[config.mk]
export PLATFORM = sky130hd
export DESIGN_NAME = regfile_write_arbiter
export DESIGN_NICKNAME = d
export VERILOG_FILES = /design/src/rtl/regfile_write_arbiter.sv
export SDC_FILE = /design/constraint.sdc
export NUM_CORES = 1
export LEC_CHECK = 0
export CAP_MARGIN = 20
export CORE_MARGIN = 3
export CORE_UTILIZATION = 33
export DETAILED_ROUTE_END_ITERATION = 8
export GPL_ROUTABILITY_DRIVEN = 0
export PLACE_DENSITY = 0.76
export SLEW_MARGIN = 30
export SYNTH_ARGS = -nofsm -noshare
export SYNTH_HDL_FRONTEND = slang
export SYNTH_SLANG_ARGS = --single-unit
export TNS_END_PERCENT = 5
[constraint.sdc]
create_clock -name clk -period 2.5 [get_ports clk]
set_clock_uncertainty 0.15 [all_clocks]
set_input_delay 0.375 -clock clk [delete_from_list [all_inputs] [get_ports clk]]
set_output_delay 0.375 -clock clk [all_outputs]
set_load 0.005 [all_outputs]
[src/rtl/regfile_write_arbiter.sv]
`default_nettype none
// ============================================================================
// ==  Module   : regfile_write_arbiter                                      ==
// ==  Purpose  : Shares the single register-file write port between        ==
// ==             NUM_REQ writeback requesters (ALU, load unit, PC/link).    ==
// ==             Round-robin arbitration over valid/ready handshakes; the   ==
// ==             winning beat is registered onto the regfile write port.    ==
// ==             An optional lock keeps the grant with one requester for    ==
// ==             multi-register bursts (LDM, pops).                         ==
// ==  Config   : RF_ARB_LOCK_EN - when defined, req_lock is honoured and    ==
// ==             the LOCKED state is reachable. When undefined, req_lock    ==
// ==             is ignored and the arbiter is pure round-robin.            ==
// ==  Ports    : clk            - clock, all state updates on posedge       ==
// ==             reset          - synchronous, active-high                  ==
// ==             req_valid      - [NUM_REQ] write pending per requester     ==
// ==             req_lock       - [NUM_REQ] keep grant after this beat      ==
// ==             req_addr       - [NUM_REQ*ADDR_WIDTH] packed reg indices   ==
// ==             req_data       - [NUM_REQ*WORD_SIZE] packed write data     ==
// ==             req_ready      - [NUM_REQ] one-hot or zero, combinational  ==
// ==             rf_write_en    - registered regfile write enable           ==
// ==             rf_write_reg   - registered regfile write address          ==
// ==             rf_write_data  - registered regfile write data             ==
// ==             grant_id       - requester that produced current beat      ==
// ==  Revision : 1.0 - initial release                                      ==
// ============================================================================
module regfile_write_arbiter #(
    parameter int WORD_SIZE  = 32,
    parameter int ADDR_WIDTH = 4,
    parameter int NUM_REQ    = 3,
    localparam int IDW       = (NUM_REQ > 1) ? $clog2(NUM_REQ) : 1
) (
    input  logic                          clk,
    input  logic                          reset,
    input  logic [NUM_REQ-1:0]            req_valid,
    input  logic [NUM_REQ-1:0]            req_lock,
    input  logic [NUM_REQ*ADDR_WIDTH-1:0] req_addr,
    input  logic [NUM_REQ*WORD_SIZE-1:0]  req_data,
    output logic [NUM_REQ-1:0]            req_ready,
    output logic                          rf_write_en,
    output logic [ADDR_WIDTH-1:0]         rf_write_reg,
    output logic [WORD_SIZE-1:0]          rf_write_data,
    output logic [IDW-1:0]                grant_id
);

    // Index of the highest-numbered requester; the round-robin pointer
    // wraps to zero after it.
    localparam logic [IDW-1:0] c_last_idx = IDW'(NUM_REQ - 1);

    typedef enum logic [0:0] {
        ST_ARB    = 1'b0,
        ST_LOCKED = 1'b1
    } state_t;

    // ------------------------------------------------------------------
    // Registered state
    // ------------------------------------------------------------------
    state_t                r_state;
    logic [IDW-1:0]        r_rr_ptr;
    logic [IDW-1:0]        r_lock_owner;
    logic                  r_write_en;
    logic [ADDR_WIDTH-1:0] r_write_reg;
    logic [WORD_SIZE-1:0]  r_write_data;
    logic [IDW-1:0]        r_grant_id;

    // ------------------------------------------------------------------
    // Combinational signals
    // ------------------------------------------------------------------
    logic [NUM_REQ-1:0]    w_ready;
    logic [IDW-1:0]        w_grant_idx;
    logic                  w_found;
    logic                  w_accept;
    logic [IDW-1:0]        w_next_ptr;
    logic [NUM_REQ-1:0]    w_lock_eff;
    logic [ADDR_WIDTH-1:0] w_addr [NUM_REQ];
    logic [WORD_SIZE-1:0]  w_data [NUM_REQ];

    // Unpack the flat request buses so the winner can be selected by index.
    for (genvar gi = 0; gi < NUM_REQ; gi++) begin : g_unpack
        assign w_addr[gi] = req_addr[gi*ADDR_WIDTH +: ADDR_WIDTH];
        assign w_data[gi] = req_data[gi*WORD_SIZE  +: WORD_SIZE];
    end

    // Lock requests only matter when the burst feature is built in. In the
    // plain round-robin build the port is kept for a uniform interface but
    // its value never reaches the state machine.
`ifdef RF_ARB_LOCK_EN
    assign w_lock_eff = req_lock;
`else
    logic w_unused_lock;
    assign w_lock_eff    = '0;
    assign w_unused_lock = ^req_lock;
`endif

    // ------------------------------------------------------------------
    // Grant selection. Depends only on state, pointer and valids so that
    // ready never has a path from the address/data buses. Ready is forced
    // low while reset is held so no beat can be consumed during reset.
    // ------------------------------------------------------------------
    always_comb begin
        int j;
        j           = 0;
        w_ready     = '0;
        w_grant_idx = '0;
        w_found     = 1'b0;
        if (!reset) begin
            if (r_state == ST_LOCKED) begin
                // Only the lock owner may proceed; everybody else stalls
                // even when the owner has nothing to send this cycle.
                w_grant_idx = r_lock_owner;
                if (req_valid[r_lock_owner]) begin
                    w_ready[r_lock_owner] = 1'b1;
                    w_found               = 1'b1;
                end
            end else begin
                // Search rr_ptr, rr_ptr+1, ... with wrap; first valid wins.
                for (int k = 0; k < NUM_REQ; k++) begin
                    j = int'(r_rr_ptr) + k;
                    if (j >= NUM_REQ) begin
                        j = j - NUM_REQ;
                    end
                    if (!w_found && req_valid[j]) begin
                        w_found      = 1'b1;
                        w_ready[j]   = 1'b1;
                        w_grant_idx  = IDW'(j);
                    end
                end
            end
        end
    end

    assign w_accept = |(w_ready & req_valid);

    // Pointer moves just past whoever finished; when leaving LOCKED the
    // winner is the lock owner, so the same expression covers both cases.
    assign w_next_ptr = (w_grant_idx == c_last_idx) ? '0 : (w_grant_idx + IDW'(1));

    // ------------------------------------------------------------------
    // State machine and registered write port
    // ------------------------------------------------------------------
    always_ff @(posedge clk) begin
        if (reset) begin
            r_state      <= ST_ARB;
            r_rr_ptr     <= '0;
            r_lock_owner <= '0;
            r_write_en   <= 1'b0;
            r_write_reg  <= '0;
            r_write_data <= '0;
            r_grant_id   <= '0;
        end else begin
            // One write per accepted beat; address/data hold otherwise.
            r_write_en <= w_accept;
            if (w_accept) begin
                r_write_reg  <= w_addr[w_grant_idx];
                r_write_data <= w_data[w_grant_idx];
                r_grant_id   <= w_grant_idx;
                if (w_lock_eff[w_grant_idx]) begin
                    // Entering or staying in a burst; the pointer is left
                    // alone so fairness resumes from where it was.
                    r_lock_owner <= w_grant_idx;
                    r_state      <= ST_LOCKED;
                end else begin
                    r_rr_ptr <= w_next_ptr;
                    r_state  <= ST_ARB;
                end
            end
        end
    end

    assign req_ready     = w_ready;
    assign rf_write_en   = r_write_en;
    assign rf_write_reg  = r_write_reg;
    assign rf_write_data = r_write_data;
    assign grant_id      = r_grant_id;

endmodule
`default_nettype wire

==> Yosys cells after proc, flatten, opt, wreduce, memory -nomap -nowiden <==
Cells that the tools add are included.
{ "totals": {"output_inout_bits": 42, "reg_bits": 44} }
{ "classes": {"mux": 59, "n_addsub": 6, "magnitude_cmp": 13, "n_eq_ne": 1, "reduce_logical": 11, "bitwise": 5} }
{ "op_table": {"columns": ["op", "count"], "rows": [
  ["$mux W32", 11],
  ["$ge A32 B1 Y1 const B", 3],
  ["$lt A32 B4 Y1 const B", 3],
  ["$bmux W32 S2", 1],
  ["$mux W3", 10],
  ["$mux W1", 19],
  ["$mux W2", 6],
  ["$bmux W1 S2", 5],
  ["$bmux W4 S2", 1],
  ["$demux W1 S2", 4],
  ["$mux W4", 2],
  ["$sub A3 B2 Y4 const B", 2],
  ["$ge A3 B2 Y1 const B", 2],
  ["$logic_and A1 B1 Y1", 6],
  ["$lt A2 B3 Y1 const B", 2],
  ["$or A3 B3 Y3", 2],
  ["$reduce_and A2 Y1", 2],
  ["$add A2 B1 Y3 const B", 1],
  ["$add A2 B2 Y3 const B", 1],
  ["$and A3 B3 Y3", 1],
  ["$ge A3 B3 Y1 const B", 1],
  ["$not A2 Y3", 1],
  ["$reduce_or A3 Y1", 1],
  ["$sub A2 B2 Y3 const B", 1],
  ["6 further kinds", 7]
]} }

==> Longest topological paths before layout <==
{ "depth": {"word_depth": 24, "depth_mapped": 12, "depth_no_buf": 8} }

==> Worst setup path after synthesis <==
OpenSTA, ideal clock, no wires.
{ "synth_timing": {"path_type": "reg-to-reg", "start": "register r_rr_ptr[0]", "end": "register r_write_data[10] (netlist: rf_write_data[10])", "n_path_buf": 4, "setup_ns": 0.088, "setup_slack_ns": -0.179, "arrival_ns": 2.441, "synth_period_minus_slack_ns": 2.679, "path_stages_with_launch": 13, "required_ns": 2.262, "cell_sequence": "dfxtp_1 -> inv_1 -> ha_1 -> buf_2 -> mux2i_1 -> o21ai_0 -> a311o_1 -> a32o_1 -> buf_2 -> or2_4 -> buf_6 -> buf_6 -> a311oi_2"} }
{ "synth_between": {"elab_chain_cells": 24, "elab_cells_between_ends": 73, "cone_classes": "add/sub (5); order compare (9); mux (47); bitwise (4); reduce/logical (8)"} }
{ "synth_lines": {"columns": ["element", "line_no", "rtl"], "rows": [
  ["from (decl)", "58", "logic [IDW-1:0] r_rr_ptr;"],
  ["from (signal assigned)", "162", "r_rr_ptr <= w_next_ptr;"],
  ["branches (longest 24 deep; another with $ge A32 B1 Y1)", null, null],
  ["to (signal assigned)", "154", "r_write_data <= w_data[w_grant_idx];"],
  ["to (decl)", "62", "logic [WORD_SIZE-1:0] r_write_data;"]
]} }
Parallel ways; which one is timed is not known. The select of a mux whose other input is x is not followed.
A chain may end at the register's enable or synchronous reset.

==> Final worst setup path <==
{ "layout_timing": {"start": "register r_rr_ptr[0]", "end": "register r_rr_ptr[0]"} }
{ "layout_between": {"elab_chain_cells": 24, "elab_cells_between_ends": 76, "cone_classes": "add/sub (6); order compare (9); eq/ne (1); mux (47); bitwise (4); reduce/logical (9)"} }
{ "layout_lines": {"columns": ["element"], "rows": [
  ["branches (longest 24 deep; another with $ge A32 B1 Y1)"]
]} }
Parallel ways; which one is timed is not known. The select of a mux whose other input is x is not followed.

==> reports/summary.log <==
qor: clock_network.cts-buffers-inserted 5
qor: routing.drt-vias-per-instance 5.66
qor: clock_network.worstSkewPairLatency 0.29 ns
qor: global_route.via_count_of_the_first_global_routing_pass 3139
qor: synth.synth_cell_types 42
qor: finish.fillers 538
qor: power_and_ir_drop.totalPowerFinal 5.31 mW
qor: placement.dp_hpwl 6850 µm
qor: synth.synth_area_leaders dfxtp_1, a22oi_1, a311oi_1
qor: routing.route.detailed.drc 0
qor: worst_setup_path.arr_time_crit_path 2.85 ns
qor: synth.synth_fp_nets 406
qor: worst_setup_path.critical_path_slowest_stage_cell dfxtp_4
qor: global_route.grt_pass1_wl 16300 µm
qor: timing.tightestPinTransition 0.590 ns
qor: worst_setup_path.worst-path-buf-inv 5
qor: routing.antenna_left 0
qor: placement.dpl-instance-area 4330 µm²
qor: timing.setup_viol 43
qor: placement.numPortBuffers 154
qor: routing.detail_route.iter0.violations 170
qor: timing.setup_total_negative_slack -8.27 ns
qor: clock_network.cts-hold-fix-buffers 0
qor: die.floorplan.initialDensity 35.0%
qor: timing.max_clock_freq 362 MHz
qor: synth.yosys.area.top_type_share 33.6%
qor: timing.fin_hold_ws 0.307 ns
qor: finish.antennaDiodeCount 0
qor: routing.average_wire_per_cell_in_the_routed_design 19.1 µm
qor: synth.synth-edff-count 0
qor: worst_setup_path.cp_cell_sequence inv_4 -> ha_4 -> buf_6 -> buf_4 -> a2bb2oi_2 -> a311o_1 -> buf_4 -> a32o_2 -> buf_6 -> or4_1 -> nand3_1
qor: outcome.status finished with violations
qor: clock_network.cts_tree yes
qor: synth.postSynthCellCount 286
qor: timing.slew_viol_final 0
qor: placement.preCtsSetupSlack -0.396 ns
qor: flow_run.maxCapViolCount 0
qor: die.std_cell_core_area 6980 µm²
qor: timing.fin_ws -0.265 ns
qor: power_and_ir_drop.leakage 1.79 nW
qor: finish.drive_gt1_share 28.0%
qor: synth.postSynthRegisterBits 41
qor: placement.placedCellCount 533
qor: clock_network.clockBufferDepth 2
qor: synth.async_flop_share 0%
qor: synth.most_used_flip_flop_cell_after_synthesis dfxtp_1
qor: clock_network.clk_root_buffer_cell clkbuf_8
qor: global_route.overflow_left_after_global_routing 0
qor: finish.area.growth.synth_to_final 100%
qor: worst_setup_path.max_stage_delay 0.39 ns
qor: worst_setup_path.critPathCaptureType flop
qor: worst_setup_path.path_class reg2reg
qor: synth.ys_seq_area_share 33.6%
qor: worst_hold_path.hold_path.class reg2reg
qor: global_route.grtUsageTotal 23.9%
qor: clock_network.clock_transition_time_at_the_flip_flop_clock_pins_of_the_worst_setup_and_hold_paths 0.08 ns
qor: synth.post-synth-top-area-cell dfxtp_1
qor: timing.finalWorstPathRequiredPeriod 2.76 ns
qor: synth.post-synth-top-count-cell dfxtp_1
qor: synth.syn_area 2440 µm²
qor: worst_setup_path.critical_path.max_fanout 7
qor: power_and_ir_drop.power_density 1090 nW/µm²
qor: global_route.grt_max_degree 41
qor: routing.dr_total_vias 3153
qor: finish.nNetsFinal 581
qor: die.placement_rows 30
qor: synth.avgSynthCellArea 8.54 µm²
qor: synth.post_synth_most_frequent_cells dfxtp_1, nand3_1, nor3_1, a22oi_1, a311oi_1
qor: outcome.violations setup timing
qor: die.fp.dieArea 8470 µm²
qor: worst_setup_path.timing.critical_path.from_type flop
qor: clock_network.cts_sinks 41
qor: timing.rsz0062_at_grt true
qor: routing.detail_route.wirelength 10600 µm
qor: timing.report.final.hold_viol_count 0
qor: routing.dr.pass1.iters 4
qor: global_route.grt_antenna_before_repair 0
qor: power_and_ir_drop.max-vdd-ir-drop 0.519 mV
qor: worst_setup_path.required 2.58 ns
qor: timing.relative_max_transition_margin 60.6%
qor: die.die_x 92.0 µm
qor: die.chip_height 92.0 µm
qor: finish.largest_reg_flops 32
qor: timing.timing.final.crit_share 111%
qor: finish.finish.utilization 70.0%
qor: die.total_i_o_pin_count 158
qor: finish.finalInstanceArea 4880 µm²
qor: worst_setup_path.top_family_by_delay_on_critical_path compound AO/OA/AOI/OAI gates
qor: clock_network.h_tree_level_count 2
qor: synth.yosys_warnings 0
qor: finish.stdcell_count 557
==> layout make-up <==
type	count	area [µm²]	share of cell area (%)
clock buffers	6	82.6	1.69
clock inverters	1	7.51	0.154
inverters	7	28.8	0.589
multi-input cells	206	1810	37.0
flip-flops and latches	41	826	16.9
well taps	96	120	2.46
repair buffers	200	2010	41.2
==> kinds of logic after synthesis <==
| group | after synthesis | share of synthesized area (%) |
|---|---|---|
| AND/OR/NAND/NOR | 100 | 21.8 |
| AO/OA/AOI/OAI | 93 | 32.5 |
| flip-flops | 41 | 33.6 |
| multiplexers | 5 | 2.10 |
| adder cells (fa/ha/maj) | 4 | 2.05 |
| buffers and inverters | 43 | 7.94 |
==> worst paths after layout <==
| path | start | to | slack, ns | cells past startpoint |
|---|---|---|---|---|
| min reg2reg | grant_id[1] | grant_id[1] | 0.31 | 2 |
| max reg2reg | r_rr_ptr[0] | r_rr_ptr[0] | -0.26 | 11 |
| min | grant_id[1] | grant_id[1] | 0.31 | 2 |
| max | r_rr_ptr[0] | r_rr_ptr[0] | -0.26 | 11 |
==> layout by cell type, fill, tap and decap left out, drive strengths merged, types with 2 or more instances in the layout <==
master,count
dfxtp,41
nand3b,2
nand3,39
a21boi,2
nor3,38
mux2i,4
a22oi,37
or2,5
o21ai,7
inv,7
buf,48
clkbuf,7
a311oi,36
nand2,2
nand2b,4
nor2,4
clkdlybuf4s50,149
ha,4
nor3b,2
or4,2
==> power by group <==
part,switching (mW),total [mW],internal (mW)
logic,1.81,3.79,1.98
registers,0.158,1.07,0.909
clock network,0.239,0.457,0.219
==> worst min-delay path, stage by stage, from the launching register on <==
cell and delay (ns):
dfxtp_1 0.32, nand2_1 0.05, o21ai_1 0.05
==> metal layers <==
metal	up-vias	global-route usage [%]	share of wire, %
li1	1492	-	-
met1	1519	26.5	37
met2	134	45.3	55
met3	8	6.97	7.7
met4	0	4.58	0.89
met5	-	0	0
==> timing repair <==
| action | 4_1_cts | 5_1_grt |
|---|---|---|
| cloned | 4 | 0 |
| pin swaps | 12 | 6 |
| resized for setup | 61 | 25 |
| buffers inserted | 10 | 3 |
| setup endpoints to repair | 43 | 44 |
(Power assumes the default switching activity.)
